File: src/rtl/coproc_cmd_router.sv
// coproc_cmd_router
//   Routes framed UART commands to operand registers and fixed-latency
//   coprocessor channels. Every accepted frame produces exactly one
//   response frame on the transmit side.
//
// Ports
//   clk, rst          clock; synchronous active-low reset
//   frame_in/_valid   received frame (byte 0 = frame_in[7:0]) and strobe
//   frame_ready       high in IDLE only; frames offered otherwise are ignored
//   tx_frame/tx_send  response frame and one-cycle transmit trigger
//   tx_busy           UART transmitter busy; the response waits while high
//   regs_out          operand registers, reg n at [n*PB +: PB]
//   ch_start/ch_done  per-channel start pulse / completion pulse
//   ch_result         per-channel results, captured on ch_done
//   ch_busy           channel started and not yet done
//   err_count         saturating count of NAK responses
//
// Build option
//   CMD_XOR_CHECK_EN  when defined, the last frame byte (rx and tx) is the XOR
//                     of bytes 0..FRAME_BYTES-2 instead of a copy of byte 0.
module coproc_cmd_router #(
    parameter int FRAME_BYTES  = 18,
    parameter int PAYLOAD_BITS = (FRAME_BYTES - 2) * 8,
    parameter int NUM_REGS     = 4,
    parameter int NUM_CH       = 2
) (
    input  logic                             clk,
    input  logic                             rst,
    input  logic [FRAME_BYTES*8-1:0]         frame_in,
    input  logic                             frame_valid,
    output logic                             frame_ready,
    output logic [FRAME_BYTES*8-1:0]         tx_frame,
    output logic                             tx_send,
    input  logic                             tx_busy,
    output logic [NUM_REGS*PAYLOAD_BITS-1:0] regs_out,
    output logic [NUM_CH-1:0]                ch_start,
    input  logic [NUM_CH-1:0]                ch_done,
    input  logic [NUM_CH*PAYLOAD_BITS-1:0]   ch_result,
    output logic [NUM_CH-1:0]                ch_busy,
    output logic [15:0]                      err_count
);

    localparam int FW     = FRAME_BYTES * 8;
    localparam int PB     = PAYLOAD_BITS;
    localparam int PBYTES = PB / 8;

    localparam logic [7:0]  ST_ACK   = 8'h4B;
    localparam logic [7:0]  ST_DATA  = 8'h44;
    localparam logic [7:0]  ST_NAK   = 8'h4E;
    localparam logic [63:0] PING_PAT = 64'hEFCD_AB89_6745_2301;

    typedef enum logic [1:0] {
        S_IDLE,
        S_EXEC,
        S_RESP
    } state_t;

    state_t            state_q, state_d;
    logic [FW-1:0]     frame_q;
    logic [FW-1:0]     tx_frame_q;
    logic [PB-1:0]     regs_q [NUM_REGS];
    logic [PB-1:0]     res_q  [NUM_CH];
    logic [NUM_CH-1:0] rvalid_q;
    logic [NUM_CH-1:0] busy_q;
    logic [15:0]       err_q;

    // Decode results (pure functions of the latched frame and current state)
    logic [7:0]        op;
    logic [3:0]        idx;
    logic [7:0]        last_in;
    logic [7:0]        guard_exp;
    logic [7:0]        dec_status;
    logic [7:0]        dec_reason;
    logic [PB-1:0]     dec_payload;
    logic              dec_wr;
    logic              dec_start;
    logic [NUM_CH-1:0] start_vec;
    logic [PB-1:0]     reg_rd;
    logic [PB-1:0]     res_rd;
    logic              busy_sel;
    logic              rv_sel;
    logic              reg_ok;
    logic              ch_ok;
    logic              exec;
    logic [FW-1:0]     resp_frame;

`ifdef CMD_XOR_CHECK_EN
    function automatic logic [7:0] xor_bytes(input logic [FW-1:0] f);
        logic [7:0] x;
        x = '0;
        for (int unsigned b = 0; b < FRAME_BYTES - 1; b++) begin
            x ^= f[b*8 +: 8];
        end
        return x;
    endfunction
`endif

    assign op      = frame_q[7:0];
    assign idx     = op[3:0];
    assign last_in = frame_q[FW-8 +: 8];
    assign exec    = (state_q == S_EXEC);

`ifdef CMD_XOR_CHECK_EN
    assign guard_exp = xor_bytes(frame_q);
`else
    assign guard_exp = op;
`endif

    // Selected register/channel views for the current index
    always_comb begin
        reg_rd    = '0;
        res_rd    = '0;
        busy_sel  = 1'b0;
        rv_sel    = 1'b0;
        start_vec = '0;
        reg_ok    = ({1'b0, idx} < 5'(NUM_REGS));
        ch_ok     = ({1'b0, idx} < 5'(NUM_CH));
        for (int unsigned n = 0; n < NUM_REGS; n++) begin
            if (idx == 4'(n)) reg_rd = regs_q[n];
        end
        for (int unsigned c = 0; c < NUM_CH; c++) begin
            if (idx == 4'(c)) begin
                res_rd       = res_q[c];
                busy_sel     = busy_q[c];
                rv_sel       = rvalid_q[c];
                start_vec[c] = 1'b1;
            end
        end
    end

    // Opcode decode and response construction
    always_comb begin
        dec_status  = ST_ACK;
        dec_reason  = 8'h00;
        dec_payload = '0;
        dec_wr      = 1'b0;
        dec_start   = 1'b0;
        if (last_in != guard_exp) begin
            dec_reason = 8'h01;
        end else if (op == 8'h41) begin
            dec_status = ST_DATA;
            for (int unsigned b = 0; b < PBYTES; b++) begin
                dec_payload[b*8 +: 8] = PING_PAT[(b % 8)*8 +: 8];
            end
        end else begin
            case (op[7:4])
                4'h5: begin
                    if (reg_ok) dec_wr = 1'b1;
                    else        dec_reason = 8'h02;
                end
                4'h6: begin
                    if (reg_ok) begin
                        dec_status  = ST_DATA;
                        dec_payload = reg_rd;
                    end else begin
                        dec_reason = 8'h02;
                    end
                end
                4'h7: begin
                    if (!ch_ok)       dec_reason = 8'h02;
                    else if (busy_sel) dec_reason = 8'h03;
                    else              dec_start  = 1'b1;
                end
                4'h3: begin
                    if (!ch_ok) begin
                        dec_reason = 8'h02;
                    end else if (!rv_sel) begin
                        dec_reason = 8'h04;
                    end else begin
                        dec_status  = ST_DATA;
                        dec_payload = res_rd;
                    end
                end
                default: dec_reason = 8'h05;
            endcase
        end
        if (dec_reason != 8'h00) begin
            dec_status  = ST_NAK;
            dec_payload = '0;
            // byte loop keeps the op byte out of range-checked slices when PB == 8
            for (int unsigned b = 0; b < PBYTES; b++) begin
                if (b == 0) dec_payload[b*8 +: 8] = dec_reason;
                if (b == 1) dec_payload[b*8 +: 8] = op;
            end
        end
    end

    always_comb begin
        resp_frame         = '0;
        resp_frame[7:0]    = dec_status;
        resp_frame[8 +: PB] = dec_payload;
`ifdef CMD_XOR_CHECK_EN
        resp_frame[FW-8 +: 8] = xor_bytes(resp_frame);
`else
        resp_frame[FW-8 +: 8] = dec_status;
`endif
    end

    // Next-state logic
    always_comb begin
        state_d = state_q;
        case (state_q)
            S_IDLE:  if (frame_valid) state_d = S_EXEC;
            S_EXEC:  state_d = S_RESP;
            S_RESP:  if (!tx_busy) state_d = S_IDLE;
            default: state_d = S_IDLE;
        endcase
    end

    always_ff @(posedge clk) begin
        if (!rst) begin
            state_q    <= S_IDLE;
            frame_q    <= '0;
            tx_frame_q <= '0;
            rvalid_q   <= '0;
            busy_q     <= '0;
            err_q      <= '0;
            for (int unsigned n = 0; n < NUM_REGS; n++) regs_q[n] <= '0;
            for (int unsigned c = 0; c < NUM_CH; c++) res_q[c] <= '0;
        end else begin
            state_q <= state_d;
            if (state_q == S_IDLE && frame_valid) frame_q <= frame_in;
            if (exec) begin
                tx_frame_q <= resp_frame;
                if (dec_status == ST_NAK && err_q != 16'hFFFF) err_q <= err_q + 16'd1;
                if (dec_wr) begin
                    for (int unsigned n = 0; n < NUM_REGS; n++) begin
                        if (idx == 4'(n)) regs_q[n] <= frame_q[8 +: PB];
                    end
                end
            end
            // A start is only issued for an idle channel, so it never races a done
            for (int unsigned c = 0; c < NUM_CH; c++) begin
                if (ch_done[c] && busy_q[c]) begin
                    res_q[c]    <= ch_result[c*PB +: PB];
                    rvalid_q[c] <= 1'b1;
                    busy_q[c]   <= 1'b0;
                end else if (exec && dec_start && start_vec[c]) begin
                    busy_q[c]   <= 1'b1;
                    rvalid_q[c] <= 1'b0;
                end
            end
        end
    end

    always_comb begin
        regs_out = '0;
        for (int unsigned n = 0; n < NUM_REGS; n++) begin
            regs_out[n*PB +: PB] = regs_q[n];
        end
    end

    assign frame_ready = (state_q == S_IDLE);
    assign tx_send     = (state_q == S_RESP) && !tx_busy;
    assign tx_frame    = tx_frame_q;
    assign ch_start    = (exec && dec_start) ? start_vec : '0;
    assign ch_busy     = busy_q;
    assign err_count   = err_q;

endmodule

File: config.mk
export PLATFORM = sky130hd
export DESIGN_NAME = coproc_cmd_router
export DESIGN_NICKNAME = d
export VERILOG_FILES = /design/src/rtl/coproc_cmd_router.sv
export SDC_FILE = /design/constraint.sdc
export NUM_CORES = 2
export LEC_CHECK = 0
export ABC_CLOCK_PERIOD_IN_PS = 33700
export CAP_MARGIN = 15
export CORE_AREA = 2 2 422 424
export CTS_BUF_LIST = sky130_fd_sc_hd__clkbuf_8
export CTS_CLUSTER_DIAMETER = 80
export CTS_CLUSTER_SIZE = 14
export DETAILED_ROUTE_END_ITERATION = 8
export DIE_AREA = 0 0 424 426
export PLACE_DENSITY = 0.48
export SLEW_MARGIN = 40
export SYNTH_ARGS = -nofsm -noshare
export SYNTH_HDL_FRONTEND = slang
export SYNTH_SLANG_ARGS = --single-unit
File: constraint.sdc
create_clock -name clk -period 33.7 [get_ports clk]
set_clock_uncertainty 0.15 [all_clocks]
set_input_delay 8.425 -clock clk [delete_from_list [all_inputs] [get_ports clk]]
set_output_delay 8.425 -clock clk [all_outputs]
set_load 0.005 [all_outputs]
Word level (Yosys, flattened, before mapping)
Memories as Yosys holds them, arrays and structs flattened.
Cells that the tools add are included.
Cells by class
  add/sub/neg operators: 1
  magnitude comparators: 2
  eq/ne operators: 15
  mux-type cells: 82
  bitwise operators: 7
  reductions and logical operators: 19
Operators by type and width (count)
  128-bit two-way mux: 18
  128-bit one-hot mux with 2 select lines: 1
  1-bit two-way mux: 44
  8-bit two-way mux: 3
  8-bit one-hot mux with 3 select lines: 1
  4-bit two-way mux: 5
  16-bit by 1-bit adder with 16-bit output (second input constant): 1
  8-bit by 7-bit == test with 1-bit output (second input constant): 2
  16-bit != test (second input constant): 1
  4-bit by 2-bit == test with 1-bit output (second input constant): 3
  4-bit by 3-bit == test with 1-bit output (second input constant): 3
  2-bit two-way mux: 6
  1-bit logical AND: 8
  8-bit != test: 1
  4-bit one-hot mux with 2 select lines: 1
  8-bit nonzero test: 1
  3-bit two-way mux: 2
  1-bit bitwise OR: 6
  2-bit one-hot mux with 3 select lines: 1
  2-bit OR reduction: 3
  4-bit by 1-bit == test with 1-bit output (second input constant): 1
  4-bit zero test: 1
  4-bit by 2-bit < comparator with 1-bit output (second input constant): 1
  4-bit by 3-bit < comparator with 1-bit output (second input constant): 1
  8 further kinds: 11
Storage, ports and cells
  register bits after elaboration: 310
  bits in writable memories: 768
  bits of input ports: 406
  output and inout port bits: 678
  word-level logic and storage cells: 136
  memories kept: 2
Memories
  regs_q: words 4, width 128, read ports 4, clocked after memory_dff 0, wr ports 4, line 61  | logic [PB-1:0] regs_q [NUM_REGS];
  res_q: words 2, width 128, read ports 2, clocked after memory_dff 0, wr ports 2, line 62  | logic [PB-1:0] res_q [NUM_CH];

Longest topological paths before layout
  word-level depth: 13
  depth in mapped cells: 11
  mapped depth without buffers: 8

Worst setup path after synthesis
Ideal clock, no wire load.
  path type: in2out
  start: in tx_busy
  end: out tx_send
  arrival: 8631 ps
  data required time: 25125 ps
  setup slack: 16494 ps
  stages: 1
  path buffers: 0
  cell sequence: nor3b_1
Between the ends
  longest elaborated chain between the ends: 2
RTL lines
  start, declared: line 34  | input logic tx_busy,
  1-bit zero test: line 254  | assign tx_send = (state_q == S_RESP) && !tx_busy;
  1-bit logical AND: line 254
  end, declared: line 33  | output logic tx_send,
Every way passes these cells.

Worst setup path in the final report
Ends and elaborated chain as after synthesis.

==> flow_summary.json <==
{
  "outcome": "finished clean",
  "via_per_inst": 4.79,
  "syn_to_final_growth_pct": 33.7,
  "grt_pass1_vias": 33300,
  "start_util": 0.259,
  "worstSkewPairLatency_ps": 880,
  "dp_cells": 6908,
  "rr_worst_depth": 7,
  "grt_use_total": 0.229,
  "synth_edf_count": 768,
  "cts_tree": "built",
  "worstMarginPinSlew_ps": 895,
  "cts.sinks": 1066,
  "yosys-top-cells-area": "edfxtp_1, dfxtp_1, and2_1, mux2i_1, nand2_1",
  "path_clk_slew_ps": 100,
  "ios": 1084,
  "synth_cell_types": 62,
  "max_cap_violations": 0,
  "antenna_left": 0,
  "finalHoldViolCount": 0,
  "drt-total-wl_um": 216000,
  "crit_path_top_delay_cell": "clkdlybuf4s50_1",
  "final.setup.tns_ps": 0,
  "cts_hold_buf": 0,
  "async_flop_share": 0,
  "core-area_um2": 176000,
  "relSlewSlack": 0.403,
  "port_buffers": 1077,
  "cp_data_required_time_ps": 25120,
  "gp_congestion": 0.852,
  "syn-cell-area_um2": 45500,
  "drt-pass1-iter-count": 5,
  "crit_type": "primary input to primary output",
  "fillerInstances": 17700,
  "rsz0062_at_grt": "false",
  "max_clock_freq_mhz": 54.0,
  "synth-seq-cells": 1066,
  "cts_max_path_buffers": 3,
  "placed_cell_area_um2": 58800,
  "grt_max_degree": 118,
  "postLayoutCellArea_um2": 60800,
  "die_area_um2": 181000,
  "syn_area_per_cell_um2": 12.2,
  "yosysWarnings": 0,
  "hp-class": "register to register",
  "crit_family": "buffers and inverters",
  "drc": 0,
  "holdWs_ps": 319,
  "path_depth": 3,
  "overflow": 0,
  "worst-path-max-fanout": 2,
  "fin_crit_ps": 18520,
  "cts-htree-levels": 3,
  "synth_cells": 3719,
  "setup_violations": 0,
  "num_rows": 154,
  "drt_iter0_drc": 2776,
  "synth_top_area_share": 0.507,
  "cp-end-kind": "primary output",
  "fin_util": 0.346,
  "synth_top_area_cell": "edfxtp_1",
  "vdd_drop_max_v": 0.0000298,
  "synth_sequential_area_ratio": 0.638,
  "place_hpwl_um": 146000,
  "path_common_cell": "clkdlybuf4s50_1",
  "p_per_area_nw_per_um2": 42.6,
  "layout_commonest_cell": "clkdlybuf4s50_1",
  "fin_cells": 7133,
  "dieWidth_um": 424,
  "synth-main-ff-cell": "edfxtp_1",
  "critPathLaunchType": "primary input",
  "drive_gt1_frac": 0.0525,
  "cts_root_buf": "clkbuf_8",
  "die_h_um": 426,
  "vias": 34200,
  "cts_setup_buffers": 0,
  "antenna_found_initial": 61,
  "layout_common_cells": "clkdlybuf4s50_1, and2_1, edfxtp_1",
  "drv_slew": 0,
  "fin_nets": 5075,
  "p_leak_nw": 21.0,
  "numCtsBuffers": 95,
  "min_delay_path_depth": 1,
  "fin_crit_sh": 0.550,
  "grt_pass1_wl_um": 288000,
  "max_stage_delay_ps": 610,
  "post_drt_wl_per_cell_um": 30.3,
  "cts_resized": 0,
  "path_cells": "clkdlybuf4s50_1, nor3b_2, clkdlybuf4s50_1",
  "arrival_ps": 9950,
  "crit_buf_inv": 2
}
==> synthesized netlist by cell type, types with 3 or more instances <==
cell,count
mux2i_1,381
xnor2_1,10
a21oi_1,224
buf_1,42
mux2_2,8
buf_2,35
nor3_2,4
o21ai_0,134
nand4_1,7
buf_6,3
a22oi_1,57
clkbuf_1,163
o211a_1,4
nand2_1,368
dfxtp_1,298
o22ai_1,131
nand3_1,7
a32o_1,59
nor2_1,97
and3_1,11
and2_1,773
nor3_1,11
nand2b_1,5
a21oi_2,3
buf_4,62
xor2_1,9
edfxtp_1,768
==> state kept, by name (all words and copies together) (netlist names) <==
register / count
regs_q: 512
res_q: 256
frame_q: 144
tx_frame: 132
err_count: 16
ch_busy: 2
rvalid_q: 2
state_q: 2
==> stage by stage <==
step / power, mW / worst slack (ps)
after CTS: 2.62 / 15120
after detailed placement: 1.81 / 15120
after floorplan: 1.62 / 16490
final: 2.59 / 15180
after global placement: 1.80 / 14760
after global routing: 2.68 / 15140
==> cells by family after synthesis <==
logic type,count (synthesis),synth area share
AO/OA/AOI/OAI,633,0.0853
XOR/XNOR,19,0.00366
adder cells (fa/ha/maj),1,0.000275
buffers and inverters,307,0.0319
flip-flops,1066,0.638
multiplexers,389,0.0858
other,1,0.0000824
AND/OR/NAND/NOR,1303,0.155
==> metal layers <==
| layer | GRT usage | wire (um) | vias to the layer above |
|---|---|---|---|
| li1 | - | - | 15200 |
| met1 | 0.271 | 83100 | 17300 |
| met2 | 0.397 | 109000 | 1349 |
| met3 | 0.0540 | 14900 | 305 |
| met4 | 0.0968 | 8910 | 22 |
| met5 | 0 | 128 | - |
==> path summary, 6_finish.rpt <==
| kind | start | slack (ps) | endpoint |
|---|---|---|---|
| hold / removal | tx_frame[96] | 320 | tx_frame[96] |
| hold reg to reg | tx_frame[96] | 320 | tx_frame[96] |
| setup / recovery | tx_busy | 15180 | tx_send |
| setup reg to reg | frame_q[7] | 29620 | regs_q[3][35] |
==> report_power, final <==
part / total (mW) / switching [mW] / internal [mW]
logic: 0.295 / 0.168 / 0.127
clock network: 0.819 / 0.501 / 0.318
registers: 1.48 / 0.0328 / 1.44
==> layout make-up <==
cell class                      instances  area (um2)  share of cell area
Multi-Input combinational cell       2351       15200               0.250
Inverter                                2        15.0            0.000247
Clock inverter                         78         539             0.00886
Timing Repair Buffer                 1152       11700               0.192
Sequential cell                      1066       29000               0.477
Antenna cell                           46         115             0.00189
Clock buffer                           98        1350              0.0222
Tap cell                             2340        2930              0.0481
Note: power is estimated with default switching activity, not from simulation.
